`src/rtl/regfile_write_arbiter.sv`:
```
// Register file write arbiter.
// Three requesters each own a one-entry holding buffer. One buffered write is
// drained to the register file array per cycle, chosen by round-robin or
// fixed priority. Acceptance is blocked whenever it could reorder writes to
// the same register, so at most one buffered entry exists per register.
module regfile_write_arbiter #(
    parameter bit DROP_R0    = 1'b1,
    parameter bit FIXED_PRIO = 1'b0
) (
    input  logic        clock,
    input  logic        reset,
    input  logic [2:0]  req_valid,
    output logic [2:0]  req_ready,
    input  logic [4:0]  req_wnum0,
    input  logic [4:0]  req_wnum1,
    input  logic [4:0]  req_wnum2,
    input  logic [31:0] req_wdata0,
    input  logic [31:0] req_wdata1,
    input  logic [31:0] req_wdata2,
    output logic        rf_write,
    output logic [4:0]  rf_wnum,
    output logic [31:0] rf_wdata,
    output logic [31:0] pending_mask,
    output logic [1:0]  grant_id
);

    // Requester inputs gathered into arrays so the per-requester logic can loop.
    logic [4:0]  req_wnum  [3];
    logic [31:0] req_wdata [3];

    assign req_wnum[0]  = req_wnum0;
    assign req_wnum[1]  = req_wnum1;
    assign req_wnum[2]  = req_wnum2;
    assign req_wdata[0] = req_wdata0;
    assign req_wdata[1] = req_wdata1;
    assign req_wdata[2] = req_wdata2;

    // Holding buffers and round-robin pointer.
    logic [2:0]  buf_valid_q, buf_valid_d;
    logic [4:0]  buf_wnum_q  [3];
    logic [4:0]  buf_wnum_d  [3];
    logic [31:0] buf_wdata_q [3];
    logic [31:0] buf_wdata_d [3];
    logic [1:0]  last_grant_q, last_grant_d;

    logic        grant_valid;
    logic [1:0]  grant_idx;
    logic [2:0]  drain;
    logic [1:0]  rr_start;
    logic [2:0]  rr_sum;
    logic [2:0]  xfer;

    // Select at most one valid buffer to drain this cycle.
    always_comb begin
        grant_valid = 1'b0;
        grant_idx   = 2'd3;
        rr_start    = (last_grant_q == 2'd2) ? 2'd0 : last_grant_q + 2'd1;
        rr_sum      = 3'd0;
        if (FIXED_PRIO) begin
            // Descending scan: the last hit is the lowest index.
            for (int i = 2; i >= 0; i--) begin
                if (buf_valid_q[i]) begin
                    grant_valid = 1'b1;
                    grant_idx   = 2'(i);
                end
            end
        end else begin
            // Descending offset scan: the last hit is nearest to rr_start.
            for (int k = 2; k >= 0; k--) begin
                rr_sum = {1'b0, rr_start} + 3'(k);
                if (rr_sum >= 3'd3) begin
                    rr_sum = rr_sum - 3'd3;
                end
                if (buf_valid_q[rr_sum[1:0]]) begin
                    grant_valid = 1'b1;
                    grant_idx   = rr_sum[1:0];
                end
            end
        end
    end

    // One-hot view of the buffer being drained.
    always_comb begin
        drain = 3'b000;
        for (int i = 0; i < 3; i++) begin
            if (grant_valid && (grant_idx == 2'(i))) begin
                drain[i] = 1'b1;
            end
        end
    end

    // Drive the array write port straight from the granted buffer.
    always_comb begin
        rf_write = grant_valid;
        rf_wnum  = 5'd0;
        rf_wdata = 32'd0;
        grant_id = grant_idx;
        for (int i = 0; i < 3; i++) begin
            if (drain[i]) begin
                rf_wnum  = buf_wnum_q[i];
                rf_wdata = buf_wdata_q[i];
            end
        end
    end

    // Acceptance: free slot, no pending write to the same register elsewhere,
    // and no lower-index requester racing for the same register this cycle.
    always_comb begin
        req_ready = 3'b000;
        for (int i = 0; i < 3; i++) begin
            logic slot_free;
            logic conflict;
            slot_free = ~buf_valid_q[i] | drain[i];
            conflict  = 1'b0;
            for (int j = 0; j < 3; j++) begin
                if ((j != i) && buf_valid_q[j] && !drain[j] &&
                    (buf_wnum_q[j] == req_wnum[i])) begin
                    conflict = 1'b1;
                end
                if ((j < i) && req_valid[j] && (req_wnum[j] == req_wnum[i])) begin
                    conflict = 1'b1;
                end
            end
            req_ready[i] = reset & slot_free & ~conflict;
        end
    end

    assign xfer = req_valid & req_ready;

    // Outstanding-register view of the buffer contents.
    always_comb begin
        pending_mask = 32'd0;
        for (int i = 0; i < 3; i++) begin
            if (buf_valid_q[i]) begin
                pending_mask = pending_mask | (32'd1 << buf_wnum_q[i]);
            end
        end
    end

    // Next buffer state: a refill wins over a drain on the same edge.
    always_comb begin
        buf_valid_d  = buf_valid_q;
        last_grant_d = grant_valid ? grant_idx : last_grant_q;
        for (int i = 0; i < 3; i++) begin
            buf_wnum_d[i]  = buf_wnum_q[i];
            buf_wdata_d[i] = buf_wdata_q[i];
            if (xfer[i]) begin
                // Writes to r0 complete the handshake but are never buffered.
                if (DROP_R0 && (req_wnum[i] == 5'd0)) begin
                    buf_valid_d[i] = 1'b0;
                end else begin
                    buf_valid_d[i] = 1'b1;
                    buf_wnum_d[i]  = req_wnum[i];
                    buf_wdata_d[i] = req_wdata[i];
                end
            end else if (drain[i]) begin
                buf_valid_d[i] = 1'b0;
            end
        end
    end

    // State registers; last_grant resets to 2 so requester 0 is favoured first.
    always_ff @(posedge clock or negedge reset) begin
        if (!reset) begin
            buf_valid_q  <= 3'b000;
            last_grant_q <= 2'd2;
            for (int i = 0; i < 3; i++) begin
                buf_wnum_q[i]  <= 5'd0;
                buf_wdata_q[i] <= 32'd0;
            end
        end else begin
            buf_valid_q  <= buf_valid_d;
            last_grant_q <= last_grant_d;
            for (int i = 0; i < 3; i++) begin
                buf_wnum_q[i]  <= buf_wnum_d[i];
                buf_wdata_q[i] <= buf_wdata_d[i];
            end
        end
    end

endmodule
```
`config.mk`:
```
export PLATFORM = sky130hd
export DESIGN_NAME = regfile_write_arbiter
export DESIGN_NICKNAME = d
export VERILOG_FILES = /design/src/rtl/regfile_write_arbiter.sv
export SDC_FILE = /design/constraint.sdc
export NUM_CORES = 1
export LEC_CHECK = 0
export CAP_MARGIN = 10
export CORE_MARGIN = 2
export CORE_UTILIZATION = 27
export DETAILED_ROUTE_END_ITERATION = 8
export PLACE_DENSITY = 0.59
export SYNTH_ARGS = -nofsm -noshare
export SYNTH_HDL_FRONTEND = slang
export SYNTH_SLANG_ARGS = --single-unit
```
`constraint.sdc`:
```
create_clock -name clock -period 3.5 [get_ports clock]
set_input_delay 1.05 -clock clock [delete_from_list [all_inputs] [get_ports clock]]
set_output_delay 1.05 -clock clock [all_outputs]
set_load 0.01 [all_outputs]
```
==> metrics.md <==
| Metric | Value |
|---|---|
| Reg area | `2910 um2` |
| Cell Chain, Critical Path | `buf_4, nand2b_1, nor3_1, a32oi_1, nand2_1, clkdlybuf4s50_1` |
| TritonCTS clock tree | `yes` |
| CP arrival | `2.36 ns` |
| Num ports | `between 150 and 200` |
| Via Count | `5,846` |
| Nets | `975` |
| Yosys reg bits | `116` |
| Async S/R FF share, synth | `100%` |
| Comb power frac | `40.1%` |
| Prevailing post-synth register cell | `dfrtp_1` |
| Yosys top cell by area | `dfrtp_1` |
| CP max-delay cell | `clkdlybuf4s50_1` |
| FILL cells | `2,468` |
| Root buffer cell | `clkbuf_16` |
| Initial antenna violation count | `3` |
| Fin crit share | `a little over nine tenths` |
| First-pass GRT wire length | `around 35 mm` |
| Core area | `25,000 um2` |
| Int Pwr | `4420 uW` |
| LEAKAGE | `0.00431 uW` |
| Critical path's top delay family | `buffers and inverters` |
| Relative slew slack | `45.5%` |
| Die Width | `163 um` |
| Cell Count, Final, Fillers Out | `1,202` |
| P&R area growth vs syn | `48.5%` |
| RD Place Congestion | `0.869` |
| Largest net degree at the start of global routing | `65` |
| Net Count, Synth | `765` |
| Crit path kind | `reg2out` |
| Crit path max fanout | `10` |
| Worst path buffer plus inverter count | `2` |
| Unique masters post-synth | `56` |
| Most common cell in the synthesized netlist | `dfrtp_1` |
| Total CTS buffers | `17` |
| Post-synth top area share | `42.0%` |
| Area of the multi-input gates | `between 3000 and 4000 um2` |
| Worst Max-Slew Pin Slew | `around 0.8 ns` |
| Placed inst area | `roughly 9400 um2` |
| Critical path endpoint category | `output pin` |
| Met1 WL | `9.66 mm` |
| CTS Buffer Depth | `2` |
| PwrDens | `662 nW/um2` |
| Total grt overflow | `0` |
| Endpoints failing hold | `0` |
| # DRC | `0` |
| Final WL | `around 23 mm` |
| EDFF count, synth | `0` |
| Cell Area, Synth | `roughly 7000 um2` |
| DP HPWL | `16.0 mm` |
| Diodes inserted | `0` |
| Post-synthesis sequential area ratio | `between 40% and 50%` |
| Initial DRT Pass Iterations | `6` |
| Net Switching | `2330 uW` |
| Worst IR Drop VDD | `between 300 and 400 uV` |
| Post-route ant nets | `0` |
| Sw Share | `34.5%` |
| Clk_lat worst skew | `roughly 0.41 ns` |
| Starting DRC count in detailed routing | `432` |
| Register share of total power | `~31%` |
| Met2 WL post-DR | `around 11 mm` |
| Final Skew | `0.00843 ns` |
| H-tree levels | `4` |
| Startpoint Class | `flip-flop` |
| Post-Synthesis Cells | `649` |
| Yosys warnings | `0` |
| Height of the die | `163 um` |
| Port bufs | `190` |
| DR WL met3 | `around 1.7 mm` |
| Wire length per cell | `18.8 um` |
| Clock-pin slew on the worst setup and hold paths | `0.06 ns` |
| Slew Limit Fails | `0` |
| Top sig layer | `met5` |
| Final setup viols | `0` |
| Post-route cell area | `10,200 um2` |
| Main area contributors after synthesis | `dfrtp_1, mux2_2, mux2_1` |
| Mean Syn Cell Area | `approximately 11 um2` |
| Status | `finished, final reports clean` |
| Number of global-route vias before repair | `a little over 6,000` |
| Row count | `between 50 and 60` |
| Clk pwr share | `between 20 and 30%` |
| DIE AREA | `26,700 um2` |
| Max stage delay on crit path | `0.54 ns` |
| Inst Count DP | `1,160` |
| Sink Count | `116` |
| Maximum clock rate | `293 MHz` |
| Hold Path Class | `reg2reg` |
| Share of layout cells above drive strength 1 | `approximately a quarter` |
| CP required | `2.45 ns` |
| Hold-fix buffers at CTS | `0` |
| Max-Cap Viols | `0` |
| Vias/cell | `4.86` |
| Tot GR Track Use | `17.2%` |
| Fin crit period | `~3.4 ns` |
| Commonest cells in the netlist | `dfrtp_1, nand2_1, mux2_2, o21ai_0` |
| Effective utilization at floorplan | `between 20% and 30%` |
-- power by group through the flow --
| stage | clock network, uW | logic, uW | registers, uW |
|---|---|---|---|
| 2_1_floorplan | 0 | 1590 | 1880 |
| 3_3_place_gp | 0 | 2770 | 2070 |
| 3_5_place_dp | 0 | 2780 | 2080 |
| 4_1_cts | 2010 | 2760 | 2070 |
| 5_1_grt | 2070 | 2940 | 2130 |
| 6_report | 1960 | 2710 | 2080 |
-- layer usage --
metal	track usage, %	vias to the layer above
met1	21.0	2875
li1	-	2704
met3	4.88	40
met5	0	-
met4	4.99	2
met2	29.4	225
-- through the flow --
step	utilization (%)	total power [uW]	hold WS, ns	setup WS (ns)	TNS (ns)
CTS	40.4	6830	0.495	-0.0694	-0.0694
floorplan	-	3470	0.464	0.509	0
global route	40.7	7140	0.507	-0.00327	-0.00570
global placement	37.5	4840	0.473	-0.541	-1.55
detailed placement	37.5	4860	0.481	-0.556	-1.70
finish	40.7	6740	0.489	0.0878	0
-- cell type report --
class	instances	area share (%)
clock buffers	18	4.31
clock inverters	14	2.19
inverters	5	0.184
multi-input cells	468	36.3
flip-flops and latches	116	28.6
well taps	330	4.05
repair buffers	251	24.3
-- worst reg2reg max path, cell delays in order (launching register included) --
cell	delay [ns]
dfstp_2	0.38
buf_4	0.16
nand2b_1	0.14
a22o_1	0.22
a21boi_0	0.29
nor4b_4	0.29
buf_4	0.16
o211a_4	0.26
buf_12	0.22
mux2_2	0.35
-- path summary, 6_finish.rpt --
| kind | end | cells past startpoint | slack (ns) | startpoint |
|---|---|---|---|---|
| setup reg to reg | buf_wdata_q[8] | 9 | 0.92 | last_grant_q[1] |
| setup / recovery | pending_mask[9] | 6 | 0.09 | buf_valid_q[0] |
| hold / removal | buf_wdata_q[78] | 1 | 0.49 | buf_wdata_q[78] |
| hold reg to reg | buf_wdata_q[78] | 1 | 0.49 | buf_wdata_q[78] |
| max in group asynchronous | buf_wdata_q[42] | 3 | 1.70 | reset |
| min in group asynchronous | buf_wdata_q[3] | 2 | 0.70 | reset |
-- flip-flops by register name, summed over array words and instances (netlist names) --
register,flops
buf_wnum_q,15
last_grant_q,2
buf_wdata_q,96
buf_valid_q,3
-- repair_timing --
item	in CTS	in global routing
setup endpoints to repair	44	33
resized for setup	75	32
setup buffers	6	4
cloned	2	0
pin swaps	6	10
-- cells in the final DEF (no fill, tap or decap), types with 6 or more instances in the layout --
cell type / Yosys / routed
mux2_2: 54 / 54
nor2b_1: 12 / 11
a32oi_1: 10 / 10
dlygate4sd2_1: 0 / 41
clkbuf_16: 0 / 17
xor2_1: 13 / 13
a22oi_1: 15 / 15
xnor2_1: 32 / 32
clkdlybuf4s50_1: 0 / 134
buf_12: 3 / 10
mux2i_1: 36 / 35
mux2_1: 36 / 36
nand2_1: 96 / 96
buf_4: 4 / 47
buf_6: 0 / 6
nor2_1: 17 / 16
nand2b_1: 6 / 6
nand3_1: 14 / 14
mux2_4: 18 / 18
o21ai_0: 41 / 38
dfrtp_2: 0 / 7
dfrtp_1: 115 / 108
-- kinds of logic (layout without fill, tap and decap cells) --
family / after synthesis / after routing / synth area share (%)
flip-flops: 116 / 116 / 42.4
AO/OA/AOI/OAI: 96 / 96 / 9.76
AND/OR/NAND/NOR: 183 / 183 / 13.1
multiplexers: 144 / 144 / 24.0
XOR/XNOR: 45 / 45 / 5.75
buffers and inverters: 65 / 288 / 5.07
No activity file was read; power rests on OpenSTA's default activity.
